===== src/rtl/calc_cmd_driver.sv =====
// Initiator for the 4-bit calculator: buffers op commands, issues them one at a
// time with a st pulse, checks the registered result and returns a response.
module calc_cmd_driver #(
  parameter int CMD_DEPTH = 4,
  parameter int CNT_W     = 8
) (
  input  logic             clk,
  input  logic             rst,
  input  logic             cmd_valid,
  output logic             cmd_ready,
  input  logic [1:0]       cmd_op,
  input  logic [3:0]       cmd_a,
  input  logic [3:0]       cmd_b,
  output logic             calc_st,
  output logic [1:0]       calc_op,
  output logic [3:0]       calc_a,
  output logic [3:0]       calc_b,
  input  logic [3:0]       calc_result,
  input  logic             calc_carry,
  output logic             rsp_valid,
  input  logic             rsp_ready,
  output logic [1:0]       rsp_op,
  output logic [3:0]       rsp_result,
  output logic             rsp_carry,
  output logic             rsp_err,
  output logic             rsp_dz,
  output logic [CNT_W-1:0] pass_cnt,
  output logic [CNT_W-1:0] err_cnt
);
  localparam int AW = $clog2(CMD_DEPTH);
  localparam logic [AW:0] FULL_CNT = (AW+1)'(CMD_DEPTH);

  typedef struct packed {
    logic [1:0] op;
    logic [3:0] a;
    logic [3:0] b;
  } cmd_t;

  typedef enum logic [1:0] {IDLE, ISSUE, WAIT, RESP} state_t;

  state_t        state;
  cmd_t          mem [CMD_DEPTH];
  cmd_t          head;
  logic [AW-1:0] wptr, rptr;
  logic [AW:0]   count, count_nxt;
  logic          push, pop, head_dz;
  logic [1:0]    h_op;
  logic [3:0]    h_a, h_b;
  logic [7:0]    prod;
  logic [4:0]    expct;

  assign push    = cmd_valid && cmd_ready;
  assign pop     = (state == IDLE) && (count != '0);
  assign head    = mem[rptr];
  assign head_dz = (head.op == 2'b11) && (head.b == 4'd0);

  always_comb begin
    count_nxt = count;
    case ({push, pop})
      2'b10:   count_nxt = count + 1'b1;
      2'b01:   count_nxt = count - 1'b1;
      default: count_nxt = count;
    endcase
  end

  // cmd_ready is a registered not-full flag, so it never depends on the pop path
  always_ff @(posedge clk or negedge rst) begin
    if (!rst) begin
      wptr      <= '0;
      rptr      <= '0;
      count     <= '0;
      cmd_ready <= 1'b0;
    end else begin
      if (push) wptr <= wptr + 1'b1;
      if (pop)  rptr <= rptr + 1'b1;
      count     <= count_nxt;
      cmd_ready <= (count_nxt != FULL_CNT);
    end
  end

  always_ff @(posedge clk) begin
    if (push) mem[wptr] <= '{op: cmd_op, a: cmd_a, b: cmd_b};
  end

  // Reference model of the calculator's 5-bit {carry,result}
  assign prod = {4'b0, h_a} * {4'b0, h_b};

  always_comb begin
    expct = '0;
    case (h_op)
      2'b00:   expct = {1'b0, h_a} + {1'b0, h_b};
      2'b01:   expct = {1'b0, h_a} - {1'b0, h_b};
      2'b10:   expct = prod[4:0];
      default: expct = {1'b0, h_a / h_b};
    endcase
  end

  always_ff @(posedge clk or negedge rst) begin
    if (!rst) begin
      state      <= IDLE;
      h_op       <= '0;
      h_a        <= '0;
      h_b        <= '0;
      calc_st    <= 1'b0;
      calc_op    <= '0;
      calc_a     <= '0;
      calc_b     <= '0;
      rsp_valid  <= 1'b0;
      rsp_op     <= '0;
      rsp_result <= '0;
      rsp_carry  <= 1'b0;
      rsp_err    <= 1'b0;
      rsp_dz     <= 1'b0;
      pass_cnt   <= '0;
      err_cnt    <= '0;
    end else begin
      case (state)
        IDLE: if (pop) begin
          h_op   <= head.op;
          h_a    <= head.a;
          h_b    <= head.b;
          rsp_op <= head.op;
          if (head_dz) begin
            // divide-by-zero is answered locally; the calculator never sees it
            rsp_dz     <= 1'b1;
            rsp_result <= '0;
            rsp_carry  <= 1'b0;
            rsp_err    <= 1'b0;
            rsp_valid  <= 1'b1;
            state      <= RESP;
          end else begin
            calc_st <= 1'b1;
            calc_op <= head.op;
            calc_a  <= head.a;
            calc_b  <= head.b;
            state   <= ISSUE;
          end
        end
        ISSUE: begin
          calc_st <= 1'b0;
          state   <= WAIT;
        end
        WAIT: begin
          rsp_result <= calc_result;
          rsp_carry  <= calc_carry;
          rsp_dz     <= 1'b0;
          rsp_valid  <= 1'b1;
          if ({calc_carry, calc_result} != expct) begin
            rsp_err <= 1'b1;
            if (err_cnt != '1) err_cnt <= err_cnt + 1'b1;
          end else begin
            rsp_err <= 1'b0;
            if (pass_cnt != '1) pass_cnt <= pass_cnt + 1'b1;
          end
          state <= RESP;
        end
        default: if (rsp_ready) begin
          rsp_valid <= 1'b0;
          state     <= IDLE;
        end
      endcase
    end
  end

endmodule


===== config.mk =====
export PLATFORM = sky130hd
export DESIGN_NAME = calc_cmd_driver
export DESIGN_NICKNAME = d
export VERILOG_FILES = /design/src/rtl/calc_cmd_driver.sv
export SDC_FILE = /design/constraint.sdc
export NUM_CORES = 1
export LEC_CHECK = 0
export ABC_AREA = 1
export CORE_MARGIN = 1.5
export CORE_UTILIZATION = 55
export CTS_CLUSTER_SIZE = 30
export DETAILED_ROUTE_END_ITERATION = 10
export HOLD_SLACK_MARGIN = 0.1
export MAX_ROUTING_LAYER = met4
export PLACE_DENSITY = 0.86
export SETUP_SLACK_MARGIN = 0.2
export SYNTH_ARGS = -nofsm -noshare
export SYNTH_HDL_FRONTEND = slang
export SYNTH_SLANG_ARGS = --single-unit

===== constraint.sdc =====
create_clock -name clk -period 10.7 [get_ports clk]
set_clock_uncertainty 0.05 [all_clocks]
set_input_delay 2.14 -clock clk [delete_from_list [all_inputs] [get_ports clk]]
set_output_delay 2.14 -clock clk [all_outputs]
set_load 0.05 [all_outputs]

## Word-level counts from Yosys, hierarchy flattened

Memory sizes are Yosys's and may differ from the RTL's.
Index checks and enable logic that the tools add are counted.

- Flip-flop bits (word level): 55
- Bits in latches: 0
- Bits in writable memories: 40
- ROM bits: 0
- Word-level logic and storage cells: 90
- Memories kept: 1

- Add/sub/neg operators: 8
- $mul: 1
- Div/mod/pow operators: 1
- Magnitude comparators: 0
- Equality and inequality tests: 14
- Shifts and indexed selects: 0
- Muxes and demuxes: 24
- Bitwise gates (word level): 3
- Reduce and logical (&&, ||, !) cells: 19

Memories:

| name | words | width | read ports | clocked after memory_dff | wr ports | RTL line | text |
|---|---|---|---|---|---|---|---|
| mem | 4 | 10 | 1 | 0 | 1 | 42 | `cmd_t mem [CMD_DEPTH];` |

Operators by type and width:

| kind | count |
|---|---|
| 8-bit by 1-bit adder with 8-bit output (second input constant) | 2 |
| 8-bit inequality test (second input constant) | 2 |
| 5-bit case mux with 3 select lines | 1 |
| 3-bit AND reduction | 5 |
| 1-bit 2-to-1 mux | 10 |
| 2-bit == test (second input constant) | 4 |
| 4-bit 2-to-1 mux | 2 |
| 1-bit case mux with 2 select lines | 4 |
| 4-bit case mux with 2 select lines | 1 |
| 2-bit by 1-bit == test with 1-bit output (second input constant) | 3 |
| 2-bit 2-to-1 mux | 3 |
| 2-bit inequality test (second input constant) | 3 |
| 2-bit case mux with 3 select lines | 1 |
| 3-bit case mux with 2 select lines | 1 |
| 3-bit nonzero test | 2 |
| 4-bit by 4-bit adder with 5-bit output | 1 |
| 4-bit by 4-bit multiplier with 5-bit output | 1 |
| 5-bit inequality test | 1 |
| 4-bit by 4-bit subtractor with 5-bit output | 1 |
| 2-bit by 1-bit adder with 2-bit output (second input constant) | 2 |
| 4-bit by 4-bit divider with 4-bit output | 1 |
| 2-bit logical NOT | 2 |
| 4-bit logical NOT | 1 |
| 2-bit AND reduction | 2 |
| 9 further kinds | 14 |

## Depth between registers and ports, before layout

An unclocked memory read counts as a cell.

- Depth in word-level cells: 6
- Mapped depth: 36

## Worst setup path before layout

Ideal clock, no wire load.

- Path type: register -> register
- Start: register h_b[0]
- End: register err_cnt[4]
- Setup time: 69 ps
- Data arrival time: 4034 ps
- Path slack: 6548 ps
- Cell stages (with the launch flop): 36
- Path through: dfrtp_1 inv_1 ha_1 inv_1 nand2_1 nand3_2 nand2_1 o21ai_0 ha_1 nand2_1 nand2_1 nand2_1 and2_1 nand2_1 o21ai_0 ha_1 inv_1 nor2_1 nand2_1 nand3_1 inv_1 o21ai_0 ha_1 nand2_1 inv_1 nand3_1 nand4_1 nand2_1 nand2_1 nand2_1 nand2_2 nor2_8 nand2_8 nand2_8 nand2_2 nand2_1

- Word-level cells in the longest chain between the ends: 4
- Elaborated cells on any way between the ends: 7
- Those cells by class: 2 x add/sub; 1 x mul; 1 x div; 1 x eq/ne; 1 x mux; 1 x reduce/logical

Ends and longest elaborated chain:

| what | RTL line | text |
|---|---|---|
| start: declaration | 48 | `logic [3:0] h_a, h_b;` |
| start signal: assignment | 121 | `h_b <= head.b;` |
| 4-bit by 4-bit divider with 4-bit output (tied with other cells) | 94 | `default: expct = {1'b0, h_a / h_b};` |
| 5-bit case mux with 3 select lines (*) | 90 | `case (h_op)` |
| 5-bit inequality test (*) | 148 | `if ({calc_carry, calc_result} != expct) begin` |
| 3-bit AND reduction (no source line) (*) | - |  |
| end signal: assignment | 150 | `if (err_cnt != '1) err_cnt <= err_cnt + 1'b1;` |
| end: declaration | 28 | `output logic [CNT_W-1:0] err_cnt` |

Every way passes the cells marked *; elsewhere a longest branch is shown, timed or not.
A chain may end at the register's enable or synchronous reset.

## Final worst setup path

- Start: register h_b[0]
- End: register err_cnt[7]

The elaborated chain is that of the path after synthesis.

==> impl_results.md <==
- Gates resized, CTS repair: 0
- Final nets: 707
- Asr flop ratio synth: 0.5789
- Area Growth Syn to Fin: 17.15%
- Critical path class: reg -> reg
- Final Max Slew Viols: 0
- Starting Density: 0.5674
- Post-detail-place hpwl: 8192 um
- GRT Util Overall: 0.2439
- First-pass GRT wire length: 18750 um
- Slew margin rel.: 0.2546
- Clock Pin Slew Worst Setup and Hold Paths: 0.10 ns
- Synthesized cell area: 5268 um2
- WHS Endpoint: calc_b[1]
- Worst reg-to-reg setup slack: 5.82 ns
- Clock Path Buffers: 2
- Post CTS Setup Buffer Count: 0
- Insertion delay to the later sink of the worst-skew pair: 0.36 ns
- Antenna cell count: 0
- Unrepaired setup endpoints after global routing: false
- Worst R2R Start: h_b[0]
- Cell mode on critical path: nand2_1
- Final hold vios: 0
- Min-Delay Path Class: reg -> reg
- Synth cell types: 36
- Status: finished, final reports clean
- Final Routed Wirelength: 11200 um
- Req. time, crit path: 10.95 ns
- Die area: 10170 um2
- Crit path max-delay family: simple AND/OR/NAND/NOR gates
- Max-Cap Viols: 0
- Gate Count Post-Synth: 589
- Sequential area share after synthesis: 0.4893
- Synth warnings: 0
- CP max FO: 10
- Vias in the first global route: 4127
- Core ar.: 9284 um2
- Vias: 4105
- Post-synthesis average cell area: 8.943 um2
- R2R Path End: err_cnt[7]
- Die width: 100.9 um
- Layout filler cell count: 728
- Number of synthesized register bits: 95
- Worst hold path depth: 2
- Crit-path slowest cell: dfrtp_1
- Clock sink total: 95
- DR iter-0 viols: 250
- Congestion Overflow GR: 0
- Residual DRC count: 0
- Crit-path max cell delay: 0.47 ns
- Die height: 100.9 um
- Crit end category: register
- Final clock period utilization by the worst path: 0.4564
- Critical Path AT: 5.14 ns
- Least-Margin Pin Slew: 1.113 ns
- Clock root buffer: clkbuf_8
- H-tree levels: 3
- R2R cell count: 32
- IO Pins: 57
- Final Setup Violations: 0
- Most frequent cells in the layout: nand2_1, inv_1, dfrtp_1, clkdlybuf4s50_1, nand3_1
- GPL Wtd Cong: 0.9367
- Post-CTS Hold Buffers: 0
- PortBufs: 56
- Ratio of cells with drive above 1 in the final layout: 0.07339
- Commonest non-fill, non-tap cell in the layout: nand2_1
- TritonRoute pass-1 iters: 5
- CTS Buf Count: 9
- Largest net degree at the start of global routing: 56
- Finished Layout Cells: 783
- Top_reg_cell synth: dfrtp_1
- Peak Freq: 204.8 MHz
- Critical Path Source Type: register
- Inst Count DP: 767
- CTS tree: done
- Post-synth EDFFs: 40
- CP bufs+invs: 4
- Wire length per cell: 14.30 um
- Fin crit period: 4.884 ns
- Hold_sp: calc_b[1]
- TNS Setup: 0 ns
- Via density: 5.243
- Row cnt: 35
- Detail Route Antenna Nets: 0
- Initial antenna violation count: 0
- Synth Net Count: 647
==> state kept, by name, summed over array words and instances (netlist names), 2 cells and up <==
register and cells:
wptr 2, h_b 4, rptr 2, pass_cnt 8, h_a 4, rsp_result 4
calc_op 2, h_op 2, err_cnt 8, calc_a 4, calc_b 4, state 2
count 3, mem 40
==> synth_stat cells (all sizes together), types with 2 or more instances <==
library cell / number / share of area
a21oi: 11 / 0.010
a31oi: 3 / 0.0036
buf: 7 / 0.0064
clkbuf: 2 / 0.0014
clkinv: 2 / 0.0014
dfrtp: 55 / 0.26
edfxtp: 40 / 0.23
fa: 5 / 0.019
ha: 34 / 0.081
inv: 75 / 0.053
nand2: 187 / 0.15
nand3: 52 / 0.057
nand3b: 2 / 0.0028
nand4: 11 / 0.013
nor2: 38 / 0.032
o21ai: 31 / 0.029
o22ai: 4 / 0.0047
or2: 2 / 0.0024
xnor2: 10 / 0.017
xor2: 12 / 0.020
==> kinds of logic (layout without fill, tap and decap cells) <==
logic type / after synthesis / in the layout / synth area share
AOI/OAI and AO/OA: 53 / 53 / 0.05511
adders and majority gates: 39 / 39 / 0.09976
and+or+nand+nor: 294 / 294 / 0.2565
buffers and inverters: 86 / 151 / 0.06271
xor gates and xnor gates: 22 / 22 / 0.03658
DFF: 95 / 95 / 0.4893
==> worst max-delay path by stage <==
stage	start	end	slack, ns	cells past startpoint
floorplan	h_b[0]	err_cnt[4]	6.55	35
global placement	h_b[0]	err_cnt[4]	6.23	33
detailed placement	h_b[0]	pass_cnt[5]	5.93	33
CTS	h_b[0]	pass_cnt[5]	5.87	33
global route	h_b[0]	pass_cnt[2]	5.25	33
finish	h_b[0]	err_cnt[7]	5.82	32
==> worst min-delay path: cells and delay by family, from the launching register on <==
| kind | cells | cell delay, ns |
|---|---|---|
| AND/OR/NAND/NOR | 2 | 0.10 |
| flip-flops | 1 | 0.35 |
==> metrics by stage <==
| stage | cell area [um2] | util | hold WS (ns) | worst slack, ns |
|---|---|---|---|---|
| final | 6171 | 0.6647 | 0.4322 | 5.816 |
| after CTS | 6171 | 0.6647 | 0.4362 | 5.871 |
| after global placement | 5958 | 0.6418 | 0.4115 | 6.232 |
| after detailed placement | 5958 | 0.6418 | 0.4134 | 5.932 |
| after floorplan | 5268 | - | 0.4172 | 6.548 |
| after global routing | 6171 | 0.6647 | 0.4569 | 5.251 |
==> layer usage <==
layer	track usage	up-vias	share of wire
li1	-	2032	-
met1	0.3022	1944	0.43
met2	0.4090	109	0.52
met3	0.03606	20	0.035
met5	-	-	0
met4	0.08776	0	0.021
==> area by class of cell <==
type                            count  area, um2  area share
Inverter                           77      289.0     0.04684
Multi-Input combinational cell    408       2360      0.3824
Sequential cell                    95       2577      0.4177
Clock inverter                      7      88.84     0.01440
Clock buffer                        9      123.9     0.02007
Tap cell                          129      161.4     0.02616
Timing Repair Buffer               58      570.5     0.09246
Power is left out: the tool's default activity adds up to more than one toggle a clock period on the data nets, which glitch-free logic cannot reach.
